[config.mk]
export PLATFORM = sky130hd
export DESIGN_NAME = fpu_stream_bridge
export DESIGN_NICKNAME = d
export VERILOG_FILES = /design/src/rtl/fpu_stream_pkg.sv /design/src/rtl/fpu_stream_bridge.sv
export SDC_FILE = /design/constraint.sdc
export NUM_CORES = 1
export LEC_CHECK = 0
export BUFFER_PORTS_ARGS = -buffer_cell sky130_fd_sc_hd__buf_2
export CAP_MARGIN = 20
export CELL_PAD_IN_SITES_DETAIL_PLACEMENT = 1
export CELL_PAD_IN_SITES_GLOBAL_PLACEMENT = 2
export CORE_MARGIN = 1.5
export CORE_UTILIZATION = 36
export DETAILED_ROUTE_END_ITERATION = 16
export GPL_TIMING_DRIVEN = 0
export HOLD_SLACK_MARGIN = 0.02
export PLACE_DENSITY_LB_ADDON = 0.08
export SLEW_MARGIN = 0
export SYNTH_ARGS = -nofsm -noshare
export SYNTH_HDL_FRONTEND = slang
export SYNTH_SLANG_ARGS = --single-unit
[constraint.sdc]
create_clock -name clk -period 2.2 [get_ports clk]
set_input_delay 0.33 -clock clk [delete_from_list [all_inputs] [get_ports clk]]
set_output_delay 0.33 -clock clk [all_outputs]
set_load 0.02 [all_outputs]
[src/rtl/fpu_stream_pkg.sv]
// Shared types and constants for the byte-stream to FPU bridge.
package fpu_stream_pkg;

    typedef enum logic [1:0] {
        ST_RX    = 2'd0,
        ST_ISSUE = 2'd1,
        ST_WAIT  = 2'd2,
        ST_TX    = 2'd3
    } state_t;

    localparam int unsigned CMD_BYTES = 9;
    localparam int unsigned RSP_BYTES = 5;

    // Bit positions inside the 8-bit FPU flag byte
    localparam int unsigned FLAG_INF         = 7;
    localparam int unsigned FLAG_SNAN        = 6;
    localparam int unsigned FLAG_QNAN        = 5;
    localparam int unsigned FLAG_INE         = 4;
    localparam int unsigned FLAG_OVERFLOW    = 3;
    localparam int unsigned FLAG_UNDERFLOW   = 2;
    localparam int unsigned FLAG_ZERO        = 1;
    localparam int unsigned FLAG_DIV_BY_ZERO = 0;

    // Synthetic response used when the FPU never answers
    localparam logic [31:0] TIMEOUT_NAN   = 32'h7FC0_0000;
    localparam logic [7:0]  TIMEOUT_FLAGS = 8'h20;

    // Response byte idx: 0..3 are result bytes LSB first, 4 is the flag byte
    function automatic logic [7:0] rsp_byte(input logic [31:0] result,
                                            input logic [7:0]  flags,
                                            input logic [2:0]  idx);
        case (idx)
            3'd0:    rsp_byte = result[7:0];
            3'd1:    rsp_byte = result[15:8];
            3'd2:    rsp_byte = result[23:16];
            3'd3:    rsp_byte = result[31:24];
            default: rsp_byte = flags;
        endcase
    endfunction

endpackage

[src/rtl/fpu_stream_bridge.sv]
// Deserialises 9-byte commands into one FPU request, then serialises the
// 5-byte response; a single command is in flight at any time.
module fpu_stream_bridge
    import fpu_stream_pkg::*;
#(
    parameter int unsigned DATA_WIDTH = 32,
    parameter int unsigned TIMEOUT    = 255
) (
    input  logic                  clk,
    input  logic                  reset,
    input  logic                  in_valid,
    input  logic [7:0]            in_data,
    output logic                  in_ready,
    output logic                  fpu_req,
    output logic [DATA_WIDTH-1:0] fpu_opa,
    output logic [DATA_WIDTH-1:0] fpu_opb,
    output logic [2:0]            fpu_op,
    output logic [1:0]            fpu_rmode,
    input  logic                  fpu_rsp_valid,
    input  logic [DATA_WIDTH-1:0] fpu_result,
    input  logic [7:0]            fpu_flags,
    output logic                  out_valid,
    output logic [7:0]            out_data,
    input  logic                  out_ready
);

    localparam int unsigned WCNT_W = (TIMEOUT > 2) ? $clog2(TIMEOUT) : 1;

    state_t                  state;
    logic [3:0]              rx_cnt;
    logic [2:0]              tx_cnt;
    logic [WCNT_W-1:0]       wait_cnt;
    logic [7:0]              cmd_q [8];
    logic [DATA_WIDTH-1:0]   res_q;
    logic [7:0]              flags_q;

    // Control FSM with inline deserializer/serializer; every output is a flop
    always_ff @(posedge clk or negedge reset) begin
        if (!reset) begin
            state     <= ST_RX;
            rx_cnt    <= '0;
            tx_cnt    <= '0;
            wait_cnt  <= '0;
            in_ready  <= 1'b1;
            fpu_req   <= 1'b0;
            fpu_opa   <= '0;
            fpu_opb   <= '0;
            fpu_op    <= '0;
            fpu_rmode <= '0;
            out_valid <= 1'b0;
            out_data  <= '0;
            res_q     <= '0;
            flags_q   <= '0;
            for (int i = 0; i < 8; i++) begin
                cmd_q[i] <= '0;
            end
        end else begin
            fpu_req <= 1'b0;
            case (state)
                ST_RX: begin
                    if (in_valid && in_ready) begin
                        if (rx_cnt == 4'(CMD_BYTES - 1)) begin
                            // Last byte carries op/rmode; launch straight from it
                            fpu_opb   <= {cmd_q[3], cmd_q[2], cmd_q[1], cmd_q[0]};
                            fpu_opa   <= {cmd_q[7], cmd_q[6], cmd_q[5], cmd_q[4]};
                            fpu_op    <= in_data[4:2];
                            fpu_rmode <= in_data[1:0];
                            fpu_req   <= 1'b1;
                            in_ready  <= 1'b0;
                            rx_cnt    <= '0;
                            state     <= ST_ISSUE;
                        end else begin
                            cmd_q[rx_cnt[2:0]] <= in_data;
                            rx_cnt             <= rx_cnt + 4'd1;
                        end
                    end
                end
                ST_ISSUE: begin
                    wait_cnt <= '0;
                    state    <= ST_WAIT;
                end
                ST_WAIT: begin
                    if (fpu_rsp_valid) begin
                        res_q     <= fpu_result;
                        flags_q   <= fpu_flags;
                        out_data  <= rsp_byte(fpu_result, fpu_flags, 3'd0);
                        out_valid <= 1'b1;
                        tx_cnt    <= '0;
                        state     <= ST_TX;
                    end else if (wait_cnt == WCNT_W'(TIMEOUT - 1)) begin
                        res_q     <= TIMEOUT_NAN;
                        flags_q   <= TIMEOUT_FLAGS;
                        out_data  <= rsp_byte(TIMEOUT_NAN, TIMEOUT_FLAGS, 3'd0);
                        out_valid <= 1'b1;
                        tx_cnt    <= '0;
                        state     <= ST_TX;
                    end else begin
                        wait_cnt <= wait_cnt + WCNT_W'(1);
                    end
                end
                ST_TX: begin
                    if (out_ready) begin
                        if (tx_cnt == 3'(RSP_BYTES - 1)) begin
                            out_valid <= 1'b0;
                            out_data  <= '0;
                            tx_cnt    <= '0;
                            in_ready  <= 1'b1;
                            state     <= ST_RX;
                        end else begin
                            tx_cnt   <= tx_cnt + 3'd1;
                            out_data <= rsp_byte(res_q, flags_q, tx_cnt + 3'd1);
                        end
                    end
                end
                default: begin
                    state <= ST_RX;
                end
            endcase
        end
    end

endmodule

==> results.cfg, run 1 <==
[yosys]
muxShareOfSynthArea = 0.1885
synth_top_family_by_area = multiplexers
synth_fa_ha_area_frac = 0.02113
netlist_area_um2 = 8292
synth_fp_nets = 638
synth_ff_type = dfrtp_1
yosysUniqueCellTypes = 46
postSynth.asyncResetShare = 1.000
synth_simple_gate_area_frac = 0.04768
synth_xor_area_frac = 0.005281
ys_seq_elements = 201
synth-edff-count = 0
syn_inst = 571
yosysSeqAreaShare = 0.6068
synth.avg_cell_area_um2 = 14.52
netlist.area_leader.share = 0.6036
netlist_top_cells_area = dfrtp_1 (60%), mux2_2 (19%), a22o_1 (3.1%)
yosys.area.top_type = dfrtp_1
synth_compound_area_frac = 0.1041
yosysWarningCount = 0

[drt]
vias_per_cell = 5.208
drt_wl_total_um = 21290
wire_per_inst_um = 20.55
final_antenna_net_count = 0
drc = 0
num_vias = 5396
first_iter_violations = 200
dr.pass1.iters = 4

[timing]
finalMaxSlewViolations = 0
hold_ws_ns = 0.03916
slew_headroom = 0.5187
fin_crit_sh = 0.9657
fin_crit_ns = 2.125
grt_setup_unrepaired = yes
worst_pin_slew_ns = 0.7220
skew_ns = 0.01015
setup_violations = 0
fmax_mhz = 470.7
hold_viol = 0

[worst_setup_path]
arrival_ns = 2.52
cp-start-kind = flip-flop
slowest_delay_ns = 0.38
r2r_start = rx_cnt[0]$_DFFE_PN0P_
crit_type = reg -> reg
crit_chain = clkbuf_4, inv_4, ha_2, nand3b_1, nor2_4, buf_12, buf_4, mux2_2
required_ns = 2.60
r2r-end = fpu_opa[24]$_DFFE_PN0P_
cp_max_fo = 10
critPathSlowestCell = dfrtp_1
r2r_slack_ns = 0.08
worstRegToRegCells = 8
worstSetupEndpointType = flip-flop

[global_routing]
grt_pass1_vias = 5930
grt_max_degree = 115
track_usage = 0.1828
antenna_found_initial = 0
grt_pass1_wl_um = 34070
grt_overflow = 0

[floorplan]
ios = 133
die_area_um2 = 23950
core_area_um2 = 22640
die_h_um = 154.8
die_w_um = 154.8
start_util = 0.3662
num_rows = 55

[placement]
place.gp.congestion = 0.7790
placed_area_um2 = 9341
dp_cells = 988
portBuffers = 131
hpwlAfterDp_um = 14580

[clock_network]
insertion_delay_ns = 0.52
cts_num_sinks = 201
clk_pin_slew_ns = 0.06
cts_made_buffers = 23
clockBufferDepth = 3
cts_root_buffer = clkbuf_16
h-tree-depth = 1
cts_tree = built

[pwr]
leakagePower_nw = 5.125
worst_ir_drop_vdd_mv = 0.5555
power_density_nw_per_um2 = 1280

[job]
drv_cap = 0

[layout]
final_cell_mix = dfrtp_1 (200), mux2_2 (137), buf_2 (133), a22o_1 (29), clkbuf_16 (23)
fin_nets = 803
final_common_cell = dfrtp_1
instances_no_fill = 1036
final_area_um2 = 10350
antennaDiodeCount = 0
drive_above_1_share = 0.4860
area_delta_synth_final_pct = 24.85
n_fill_cell = 2352

[hold_path]
holdPathEnd = flags_q[6]$_DFFE_PN0P_
holdPathStages = 2
hp-start = fpu_flags[6]
hold_path.class = in -> reg

[outcome]
status = finished clean
[worst max-delay path, delay by kind of cell (launching register included)]
kind / cells / cell delay (ns)
adder cells (fa/ha/maj): 1 / 0.22
buffers and inverters: 4 / 0.69
flip-flops: 1 / 0.38
multiplexers: 1 / 0.36
AND/OR/NAND/NOR: 2 / 0.34
[final cells by class]
class	instances	area, um^2	share of cell area
clock inverters	9	171.4	0.01656
well taps	285	356.6	0.03445
flip-flops and latches	201	5031	0.4860
inverters	9	38.79	0.003747
plain buffers	28	203.9	0.01970
repair buffers	142	795.8	0.07687
clock buffers	31	625.6	0.06043
multi-input cells	331	3129	0.3023
[what timing repair did]
action,CTS,global route
endpoints found under the setup margin,153,97
setup buffers,5,4
gates resized for setup,23,19
hold buffers,1,0
endpoints found under the hold margin,87,0
pin swaps,6,4
[registers in the layout (all words and copies together), names as in the netlist, 2 cells and up]
register   flops
wait_cnt       8
flags_q        8
res_q         32
state          2
fpu_rmode      2
fpu_opb       32
rx_cnt         4
fpu_opa       32
cmd_q         64
tx_cnt         3
out_data       8
fpu_op         3
[synthesized netlist by cell type (2+ instances only)]
cell type	number
a21oi_1	9
a22o_1	29
a22oi_1	16
a311oi_2	7
a32o_1	4
and2_1	3
and3_1	3
buf_1	2
buf_2	9
buf_4	2
buf_6	6
clkbuf_1	10
clkinv_1	2
dfrtp_1	200
ha_1	14
inv_1	7
mux2_2	137
mux2i_1	2
nand2_1	15
nand2b_1	2
nand3_1	16
nand3_2	4
nand4_1	5
nor2_1	6
nor2b_1	4
nor3_2	3
o211ai_1	4
o21a_1	2
o21ai_0	10
o22a_1	18
or3_1	2
xnor2_1	2
xor2_1	3
[routing by layer]
layer,vias to the layer above,share of wire,track usage
met5,-,0,0
met4,0,0.017,0.03984
met3,28,0.050,0.04147
met2,113,0.51,0.3237
met1,2806,0.42,0.2282
li1,2449,-,-
[through the flow]
| step | setup WS, ns | TNS [ns] | power, W | utilization |
|---|---|---|---|---|
| 2_1_floorplan | 0.09446 | 0 | 0.007981 | - |
| 3_3_place_gp | -2.539 | -542.77 | 0.008986 | 0.4109 |
| 3_5_place_dp | -0.4184 | -39.35 | 0.009195 | 0.4126 |
| 4_1_cts | -0.1187 | -1.424 | 0.01336 | 0.4530 |
| 5_1_grt | -0.01986 | -0.2140 | 0.01403 | 0.4573 |
| 6_report | 0.07549 | 0 | 0.01325 | 0.4573 |
[kinds of logic (layout without fill, tap and decap cells)]
group | Yosys count | after routing
adder cells (fa/ha/maj) | 14 | 14
multiplexers | 139 | 139
AO/OA/AOI/OAI | 104 | 104
AND/OR/NAND/NOR | 69 | 69
buffers and inverters | 39 | 219
flip-flops | 201 | 201
XOR/XNOR | 5 | 5
[power breakdown]
group	switching (W)	internal [W]	total, W
sequential	0.000639	0.00482	0.00546
combinational	0.00200	0.00178	0.00378
clock	0.00153	0.00248	0.00401
total	0.00417	0.00908	0.0133
[how the worst max path moves through the flow]
stage | cells after the start | start | endpoint
floorplan | 9 | tx_cnt[0]$_DFFE_PN0P_ | out_data[6]$_DFFE_PN0P_
CTS | 5 | state[0]$_DFFE_PN0P_ | cmd_q[14]$_DFFE_PN0P_
detailed placement | 7 | rx_cnt[0]$_DFFE_PN0P_ | fpu_opa[26]$_DFFE_PN0P_
global route | 7 | state[0]$_DFFE_PN0P_ | cmd_q[61]$_DFFE_PN0P_
global placement | 1 | reset | cmd_q[1]$_DFFE_PN0P_
finish | 8 | rx_cnt[0]$_DFFE_PN0P_ | fpu_opa[24]$_DFFE_PN0P_
(Power assumes the default switching activity.)
==> inputs of run 2 (changes only) <==
- BUFFER_PORTS_ARGS: -buffer_cell sky130_fd_sc_hd__buf_2 -> -buffer_cell sky130_fd_sc_hd__buf_4
==> results.cfg, run 2 (synthesis gave the netlist of run 1 again) <==
[layout]
instances_no_fill = 1043
utilization = 0.4720
final_area_um2 = 10690
final_cell_mix = dfrtp_1 (200), buf_4 (148), mux2_2 (137), a22o_1 (29), clkbuf_16 (24)
antennaDiodeCount = 0
largest_reg_flops = 64
largest_register = cmd_q
area_delta_synth_final_pct = 28.87
fin_nets = 809
n_fill_cell = 2274
drive_above_1_share = 0.4868
final_common_cell = dfrtp_1

[drt]
drc = 0
dr.pass1.iters = 4
vias_per_cell = 5.155
drt_wl_total_um = 21110
wire_per_inst_um = 20.23
first_iter_violations = 164
num_vias = 5377
final_antenna_net_count = 0

[global_routing]
grt_pass1_vias = 5862
grt_max_degree = 119
grt_pass1_wl_um = 33690
grt_overflow = 0
antenna_found_initial = 0
track_usage = 0.1806

[worst_setup_path]
r2r_start = rx_cnt[0]$_DFFE_PN0P_
crit_family = buffers and inverters
r2r_slack_ns = 0.07
critPathSlowestCell = dfrtp_1
worstSetupEndpointType = flip-flop
required_ns = 2.60
arrival_ns = 2.54
critPathLaunch = rx_cnt[0]$_DFFE_PN0P_
crit_type = reg -> reg
crit_chain = clkbuf_4, inv_4, ha_2, nand3b_1, nor2_4, buf_12, buf_4, mux2_2
cp-start-kind = flip-flop
path_buf_inv = 4
cp_max_fo = 10
slowest_delay_ns = 0.38

[floorplan]
die_w_um = 154.8
die_area_um2 = 23950
ios = 133
num_rows = 55
core_area_um2 = 22640
die_h_um = 154.8
start_util = 0.3662

[placement]
place.gp.congestion = 0.7909
placed_area_um2 = 9667
hpwlAfterDp_um = 14360
place_ws_ns = -0.4511
portBuffers = 131
dp_cells = 988

[timing]
finalMaxSlewViolations = 0
setup_violations = 0
slew_headroom = 0.5467
hold_viol = 0
skew_ns = 0.01271
worst_pin_slew_ns = 0.6800
fmax_mhz = 469.3
fin_crit_ns = 2.131
fin_crit_sh = 0.9686
grt_setup_unrepaired = yes
setup_ws_ns = 0.06919

[hold_path]
hold_path.class = in -> reg
hp-start = fpu_flags[2]

[pwr]
finalPower_w = 0.01311
leakagePower_nw = 5.189
power_density_nw_per_um2 = 1227
worst_ir_drop_vdd_mv = 0.5371

[clock_network]
clockBufferDepth = 3
clk_pin_slew_ns = 0.06
h-tree-depth = 1
insertion_delay_ns = 0.52
cts_num_sinks = 201
cts_root_buffer = clkbuf_16
cts_made_buffers = 24
cts_tree = built

[outcome]
status = finished clean

[job]
drv_cap = 0
## run 2: cell types whose count changed in the layout (fill, tap and decap cells not counted), sizes merged
| cell | previous run | this run |
|---|---|---|
| buf | 158 | 160 |
| clkinvlp | 3 | 0 |
| bufinv | 4 | 0 |
| inv | 10 | 9 |
| clkinv | 1 | 5 |
| dlygate4sd3 | 1 | 4 |
| clkbuf | 42 | 48 |
## run 2: per-layer routing
metal  GRT usage  wire [um]  up-vias  part of all wire
li1            -          -     2451                 -
met1      0.2330       9097     2767              0.43
met2      0.3046      10470      119              0.50
met3     0.04035        998       40             0.047
met4     0.05403        538        0             0.025
met5           0          0        -                 0
## run 2: area by class of cell
class / count / area, um^2 / area share
timing repair buffer: 147 / 1166 / 0.1091
sequential: 201 / 5031 / 0.4708
multi-input combinational: 331 / 3141 / 0.2939
tap: 285 / 356.6 / 0.03337
clock inverter: 5 / 50.05 / 0.004684
buffer: 28 / 202.7 / 0.01897
inverter: 9 / 38.79 / 0.003630
clock buffer: 37 / 699.4 / 0.06546
## run 2: path summary, 6_finish.rpt
check	endpoint	cells past startpoint
worst min register to register	flags_q[5]$_DFFE_PN0P_	1
worst max register to register	fpu_opa[24]$_DFFE_PN0P_	8
min in group asynchronous	wait_cnt[6]$_DFFE_PN0P_	2
worst max-delay path	fpu_opa[24]$_DFFE_PN0P_	8
max in group asynchronous	cmd_q[0]$_DFFE_PN0P_	3
worst min-delay path	flags_q[2]$_DFFE_PN0P_	2
## run 2: power by group
group	internal, W	leakage, nW	switching (W)	total, W
clock network	0.00219	0.368	0.00152	0.00371
logic	0.00193	2.17	0.00202	0.00395
registers	0.00482	2.65	0.000636	0.00546
total	0.00894	5.19	0.00417	0.0131
## run 2: repair_timing
action	in CTS	in global routing
gates resized for setup	25	21
buffers inserted	5	6
cloned	0	0
endpoints found under the hold margin	86	0
pin swaps	6	5
endpoints found under the setup margin	150	169
hold buffers	4	0
## run 2: per-stage QoR
stage                     setup TNS [ns]  hold slack [ns]
after floorplan                        0          0.03441
after global placement           -146.43           0.4711
after detailed placement          -41.73           0.3746
after CTS                        -0.1871          0.02083
after global routing              -3.431          0.03325
final                                  0          0.04395
